==> src/rtl/tdl_mc.sv <==
// Multichannel time-division-multiplexed tapped delay line with per-channel fill tracking.
// Optional macro TDL_MC_FILL_GATE_EN suppresses tap vectors until the written channel is full.
//
// Per-channel fill state:
//   state   | meaning
//   FILLING | fewer than TAPS samples received since reset/flush
//   FULL    | TAPS or more samples received; held until reset/flush
module tdl_mc #(
  parameter int DATA_WIDTH = 13,
  parameter int TAPS       = 8,
  parameter int CHANNELS   = 4,
  localparam int CW        = (CHANNELS > 1) ? $clog2(CHANNELS) : 1
) (
  input  logic                         CLK,
  input  logic                         RST,
  input  logic                         VIN,
  input  logic signed [DATA_WIDTH-1:0] DIN,
  input  logic                         FLUSH,
  output logic                         VOUT,
  output logic        [CW-1:0]         CH_OUT,
  output logic signed [DATA_WIDTH-1:0] TP [0:TAPS-1],
  output logic                         FILLED
);

  localparam int CNTW = $clog2(TAPS + 1);

`ifdef TDL_MC_FILL_GATE_EN
  localparam bit GATE = 1'b1;
`else
  localparam bit GATE = 1'b0;
`endif

  typedef enum logic {FILLING = 1'b0, FULL = 1'b1} fill_t;

  logic signed [DATA_WIDTH-1:0] line [CHANNELS][TAPS];
  logic signed [DATA_WIDTH-1:0] nt   [TAPS];
  logic        [CNTW-1:0]       cnt  [CHANNELS];
  fill_t                        fill_st [CHANNELS];
  fill_t                        fill_nx [CHANNELS];
  logic        [CW-1:0]         ch_ptr;
  logic        [CNTW-1:0]       cnt_inc;
  logic                         full_after;
  logic                         emit;

  // Post-shift image of the channel being written; this is what gets presented.
  always_comb begin
    nt[0] = DIN;
    for (int k = 1; k < TAPS; k++) nt[k] = line[ch_ptr][k-1];
  end

  always_comb begin
    cnt_inc    = (cnt[ch_ptr] == CNTW'(TAPS)) ? cnt[ch_ptr] : cnt[ch_ptr] + CNTW'(1);
    full_after = (cnt_inc == CNTW'(TAPS));
    emit       = VIN && (!GATE || full_after);
  end

  always_comb begin
    for (int c = 0; c < CHANNELS; c++) begin
      fill_nx[c] = fill_st[c];
      if (FLUSH)
        fill_nx[c] = FILLING;
      else if (VIN && (CW'(c) == ch_ptr) && full_after)
        fill_nx[c] = FULL;
    end
  end

  always_ff @(posedge CLK) begin
    for (int c = 0; c < CHANNELS; c++) begin
      if (RST) fill_st[c] <= FILLING;
      else     fill_st[c] <= fill_nx[c];
    end
  end

  always_ff @(posedge CLK) begin
    if (RST || FLUSH) begin
      ch_ptr <= '0;
      for (int c = 0; c < CHANNELS; c++) begin
        cnt[c] <= '0;
        for (int k = 0; k < TAPS; k++) line[c][k] <= '0;
      end
    end else if (VIN) begin
      for (int k = 0; k < TAPS; k++) line[ch_ptr][k] <= nt[k];
      cnt[ch_ptr] <= cnt_inc;
      ch_ptr      <= (ch_ptr == CW'(CHANNELS - 1)) ? '0 : ch_ptr + CW'(1);
    end
  end

  // Presented vector only changes on an emitted sample; flush clears it like reset.
  always_ff @(posedge CLK) begin
    if (RST || FLUSH) begin
      VOUT   <= 1'b0;
      CH_OUT <= '0;
      FILLED <= 1'b0;
      for (int k = 0; k < TAPS; k++) TP[k] <= '0;
    end else begin
      VOUT <= emit;
      if (emit) begin
        CH_OUT <= ch_ptr;
        FILLED <= full_after;
        for (int k = 0; k < TAPS; k++) TP[k] <= nt[k];
      end
    end
  end

endmodule

==> config.mk <==
export PLATFORM = sky130hd
export DESIGN_NAME = tdl_mc
export DESIGN_NICKNAME = d
export VERILOG_FILES = /design/src/rtl/tdl_mc.sv
export SDC_FILE = /design/constraint.sdc
export NUM_CORES = 1
export LEC_CHECK = 0
export ABC_AREA = 1
export BUFFER_PORTS_ARGS = -buffer_cell sky130_fd_sc_hd__buf_2
export CAP_MARGIN = 30
export CELL_PAD_IN_SITES_DETAIL_PLACEMENT = 0
export CELL_PAD_IN_SITES_GLOBAL_PLACEMENT = 1
export CORE_MARGIN = 10
export CORE_UTILIZATION = 40
export CTS_BUF_LIST = sky130_fd_sc_hd__clkbuf_4
export DETAILED_ROUTE_END_ITERATION = 8
export PLACE_DENSITY = 0.79
export SLEW_MARGIN = 20
export SYNTH_ARGS = -nofsm -noshare
export SYNTH_HDL_FRONTEND = slang
export SYNTH_SLANG_ARGS = --single-unit
==> constraint.sdc <==
create_clock -name CLK -period 11.64 [get_ports CLK]
set_clock_uncertainty 0.1 [all_clocks]
set_input_delay 1.746 -clock CLK [delete_from_list [all_inputs] [get_ports CLK]]
set_output_delay 1.746 -clock CLK [all_outputs]
set_load 0.03 [all_outputs]
==> results.md <==
Synthesis:
- The number of warning messages in the yosys log is 0.
- After synthesis, the mean cell area works out to 10.5 um2.
- The synthesized net count is 1879.
- Counting every instance in the synthesized netlist gives 1856.
- Of the total synthesized cell area, the portion taken by XOR and XNOR cells is 0.
- The most common flop cell mapped by yosys is sky130_fd_sc_hd__edfxtp_1.
- The synthesized netlist occupies a cell area of 19600 um2.
- The area fraction in compound gates after synthesis is 0.0834.
- The number of synthesized register bits is 492.
- The largest family of logic cells by synthesized area is simple AND/OR/NAND/NOR gates.
- The synthesized netlist contains 27 unique library cells.
- The portion of synthesized area spent on multiplexers is 0.
- Of the total synthesized cell area, the portion taken by AND, OR, NAND and NOR gates is 0.178.
- Of the total synthesized cell area, the portion taken by full adders, half adders and majority gates is 0.00384.
- The sequential area share after synthesis is 0.698.
- The share of flip-flops with an asynchronous set or reset after synthesis is 0.
- The number of synthesized flops with an enable pin is 380.

Global route:
- The maximum number of pins on one net before global-route repair is 105.
- Summed over all layers, the global routing overflow is 0.
- The via count of the first global-routing pass is 14400.
- The initial antenna violation count is 1.
- The all-layer global routing usage is 0.175.
- The first global-routing pass estimated 78800 um of wire.

Critical path:
- Data on the critical path arrives at its endpoint at 4.57 ns.
- The type of element launching the critical path is an input port.
- On the worst path, the slowest cell contributes a delay of 0.78 ns.
- The worst setup path is of the in -> reg kind.
- Counting both buffers and inverters, the worst setup path holds a total of 3.
- The critical path goes through buf_2 > nor2_4 > inv_2 > nor2_4 > nand2_1 > nand2_4 > buf_4.
- Along the worst path, the maximum fanout reaches 57.
- The worst setup path is captured at a register.
- In this design, the largest share of critical-path delay is due to simple AND/OR/NAND/NOR gates.
- The most numerous cell type found on the critical path is sky130_fd_sc_hd__nor2_4.
- The register-to-register setup slack is 8.48 ns.
- The highest-delay cell along the critical path is sky130_fd_sc_hd__buf_4.
- Data on the critical path is required at its endpoint by 12.06 ns.

Clock tree:
- The number of resized instances in the post-cts repair step is 0.
- The post-CTS setup repair buffer count is 0.
- For this design, the sink count on the clock tree is 492.
- The master cell of the clock root buffer is sky130_fd_sc_hd__clkbuf_4.
- The clock tree from TritonCTS is yes.
- The register clock-pin slew on the reported worst setup and hold paths is 0.06 ns.
- The number of clock buffers added by TritonCTS is 130.
- The clock insertion delay at the later pin of the skew report is 0.95 ns.
- For this design, the CTS-stage hold fixing added 0 buffers.
- Counting along the longest clock path gives a buffer depth of 3.
- The total number of H-tree levels is 4.

Placement:
- The last weighted congestion value of the routability-driven placer is 0.781.
- The cell count after placement is 2494.
- Before CTS, the worst setup slack after placement is 6.55 ns.
- In this run the tool buffered the top-level ports with 124 buffer cells.
- The total half-perimeter wirelength after legalization and detailed placement is 28100 um.

Cells and area:
- For this run, the number of standard cells in the final layout without fillers is 2732.
- For this run, the share of the core covered by cells in the final layout is 0.468.
- The area growth from synthesis to layout is 15.0%.
- The number of inserted filler cells in the final layout is 4468.
- The library cell used most frequently in the layout, excluding fill and tap cells, is sky130_fd_sc_hd__nor2_1.
- In the final design database the tool counted 2038 nets.
- Of the cells placed in the final design, the portion with a size suffix greater than 1 is 0.178.
- In the layout the commonest cells are 562 x sky130_fd_sc_hd__nor2_1, 380 x sky130_fd_sc_hd__edfxtp_1, 323 x sky130_fd_sc_hd__nand2_1.

Job:
- The max capacitance violation total is 0.

Floorplanning:
- The count of standard-cell rows is 80.
- The number of top-level pins is 125.
- In this run the standard cell core region covers 48000 um2.
- The initial utilization of the core area, before any placement, comes to 0.407.
- The die span in y is 241 um.
- The floorplan step defined a die boundary enclosing 58100 um2.
- In this run the horizontal extent of the chip is 241 um.

STA:
- The share of the clock period used by the worst path is 0.356.
- The final number of hold-violating endpoints came to 0.
- For the final routed database, the setup TNS stands at 0 ns.
- Setup repair after global routing left no endpoint under its margin.
- The count of pins over their slew limit came to 0.
- Once routing completed, OpenROAD measured the worst setup slack at 7.49 ns.
- Measured against its own limit, the worst slew margin works out to 0.388.
- Setup violations remaining at the end of the flow were counted as 0.
- Based on the critical path, the design can be clocked at up to 241 MHz.
- At the pin with the least slew margin, the transition time is 0.918 ns.
- For the finished layout, the period the worst path requires is 4.15 ns.

Routing:
- The via count of the routed design is 14100.
- In the routed design, unresolved DRC markers number 0.
- The first detailed-routing pass took 5 iterations.
- The remaining antenna violation count after routing is 0.
- The ratio of routed vias to standard cells is 5.16.
- The starting DRC count in detailed routing is 994.
- For this block, the routed nets add up to 50300 um of wire.
- The mean routed wirelength per cell is 18.4 um.

Power:
- The leakage dissipation is 9.49 nW.
- The share of total power dissipated in sequential elements is 0.527.
- The internal power of the cells totals 2.87 mW.
- Of the total power, the share spent switching nets is 0.239.
- In this run the power spent charging and discharging nets is 901 uW.
- The clock network fraction of total power is 0.415.
- The part of the total power dissipated in combinational logic is 0.058.
- The power per unit of standard cell area is 168 nW/um2.
- VDD sags by at most 0.0000638 V.

Outcome:
- The flow ran to the end, and the final reports show no timing, DRC or antenna violations.

Hold path:
- The worst hold path belongs to the class reg -> reg.
[Yosys cell counts, types with 4 or more instances]
cell	n	area, um2
sky130_fd_sc_hd__o21ai_0	184	921
sky130_fd_sc_hd__dfxtp_1	112	2240
sky130_fd_sc_hd__inv_1	27	101
sky130_fd_sc_hd__nand2_1	326	1220
sky130_fd_sc_hd__a22o_1	13	114
sky130_fd_sc_hd__nor2_1	562	2110
sky130_fd_sc_hd__clkbuf_2	4	20.0
sky130_fd_sc_hd__o22ai_1	91	569
sky130_fd_sc_hd__buf_4	10	75.1
sky130_fd_sc_hd__ha_1	6	75.1
sky130_fd_sc_hd__buf_2	35	175
sky130_fd_sc_hd__edfxtp_1	380	11400
sky130_fd_sc_hd__nand3_1	15	75.1
sky130_fd_sc_hd__clkbuf_1	65	244
sky130_fd_sc_hd__buf_6	6	67.6
[sequential cells by signal (all words and copies together) (netlist names), named ones only]
name,count
cnt,16
FILLED,1
ch_ptr,2
VOUT,1
TP,104
line,364
CH_OUT,2
[cell families (layout without fill, tap and decap cells)]
kind of cell,Yosys count,in the layout
flops,492,492
fa+ha+maj,6,6
buf+inv,156,416
other cells,0,1
simple gates,910,910
compound gates,292,292
[path summary, 6_finish.rpt]
kind	startpoint	end	cells past startpoint
hold reg to reg	TP[17]$_SDFFE_PP0P_	TP[17]$_SDFFE_PP0P_	2
setup reg to reg	register	cnt[3][2]$_DFFE_PP_	10
hold / removal	TP[17]$_SDFFE_PP0P_	TP[17]$_SDFFE_PP0P_	2
setup / recovery	FLUSH	line[1][42]$_SDFFCE_PN0P_	7
[through the flow]
stage                     cell area, um2  power [mW]  hold WS [ns]
after floorplan                    19600        2.17         0.397
after global placement             20500        2.23         0.335
after detailed placement           20600        2.24         0.335
after CTS                          22400        3.81         0.351
after global routing               22500        3.93         0.361
final                              22500        3.77         0.347
[tightest hold or removal path, stage by stage, from the launching register on]
cell and delay, ns:
sky130_fd_sc_hd__dfxtp_1 0.31, sky130_fd_sc_hd__nand2_1 0.06, sky130_fd_sc_hd__nand2_1 0.04
[cell type report]
| type | count | area [um2] | area share |
|---|---|---|---|
| flip-flops and latches | 492 | 13700 | 0.608 |
| multi-input cells | 1208 | 5210 | 0.232 |
| clock buffers | 193 | 1450 | 0.0644 |
| repair buffers | 149 | 973 | 0.0433 |
| well taps | 615 | 769 | 0.0342 |
| clock inverters | 40 | 282 | 0.0125 |
| inverters | 34 | 136 | 0.00607 |
| diodes | 1 | 2.50 | 0.000111 |
[power by group through the flow]
stage / registers, mW / logic, mW / clock network, mW
floorplan: 2.04 / 0.125 / 0
global route: 1.99 / 0.240 / 1.70
global placement: 2.02 / 0.206 / 0
CTS: 1.99 / 0.213 / 1.61
finish: 1.99 / 0.217 / 1.56
detailed placement: 2.03 / 0.212 / 0
[routing by layer]
layer  vias up  share of wire  GRT usage  wire length [um]
met1      6783           0.42      0.209             20900
met2       492           0.49      0.290             24500
met3       104          0.072     0.0530              3610
met4         0          0.024     0.0713              1220
li1       6718              -          -                 -
met5         -              0          0                 0
No activity file was read; power rests on OpenSTA's default activity.
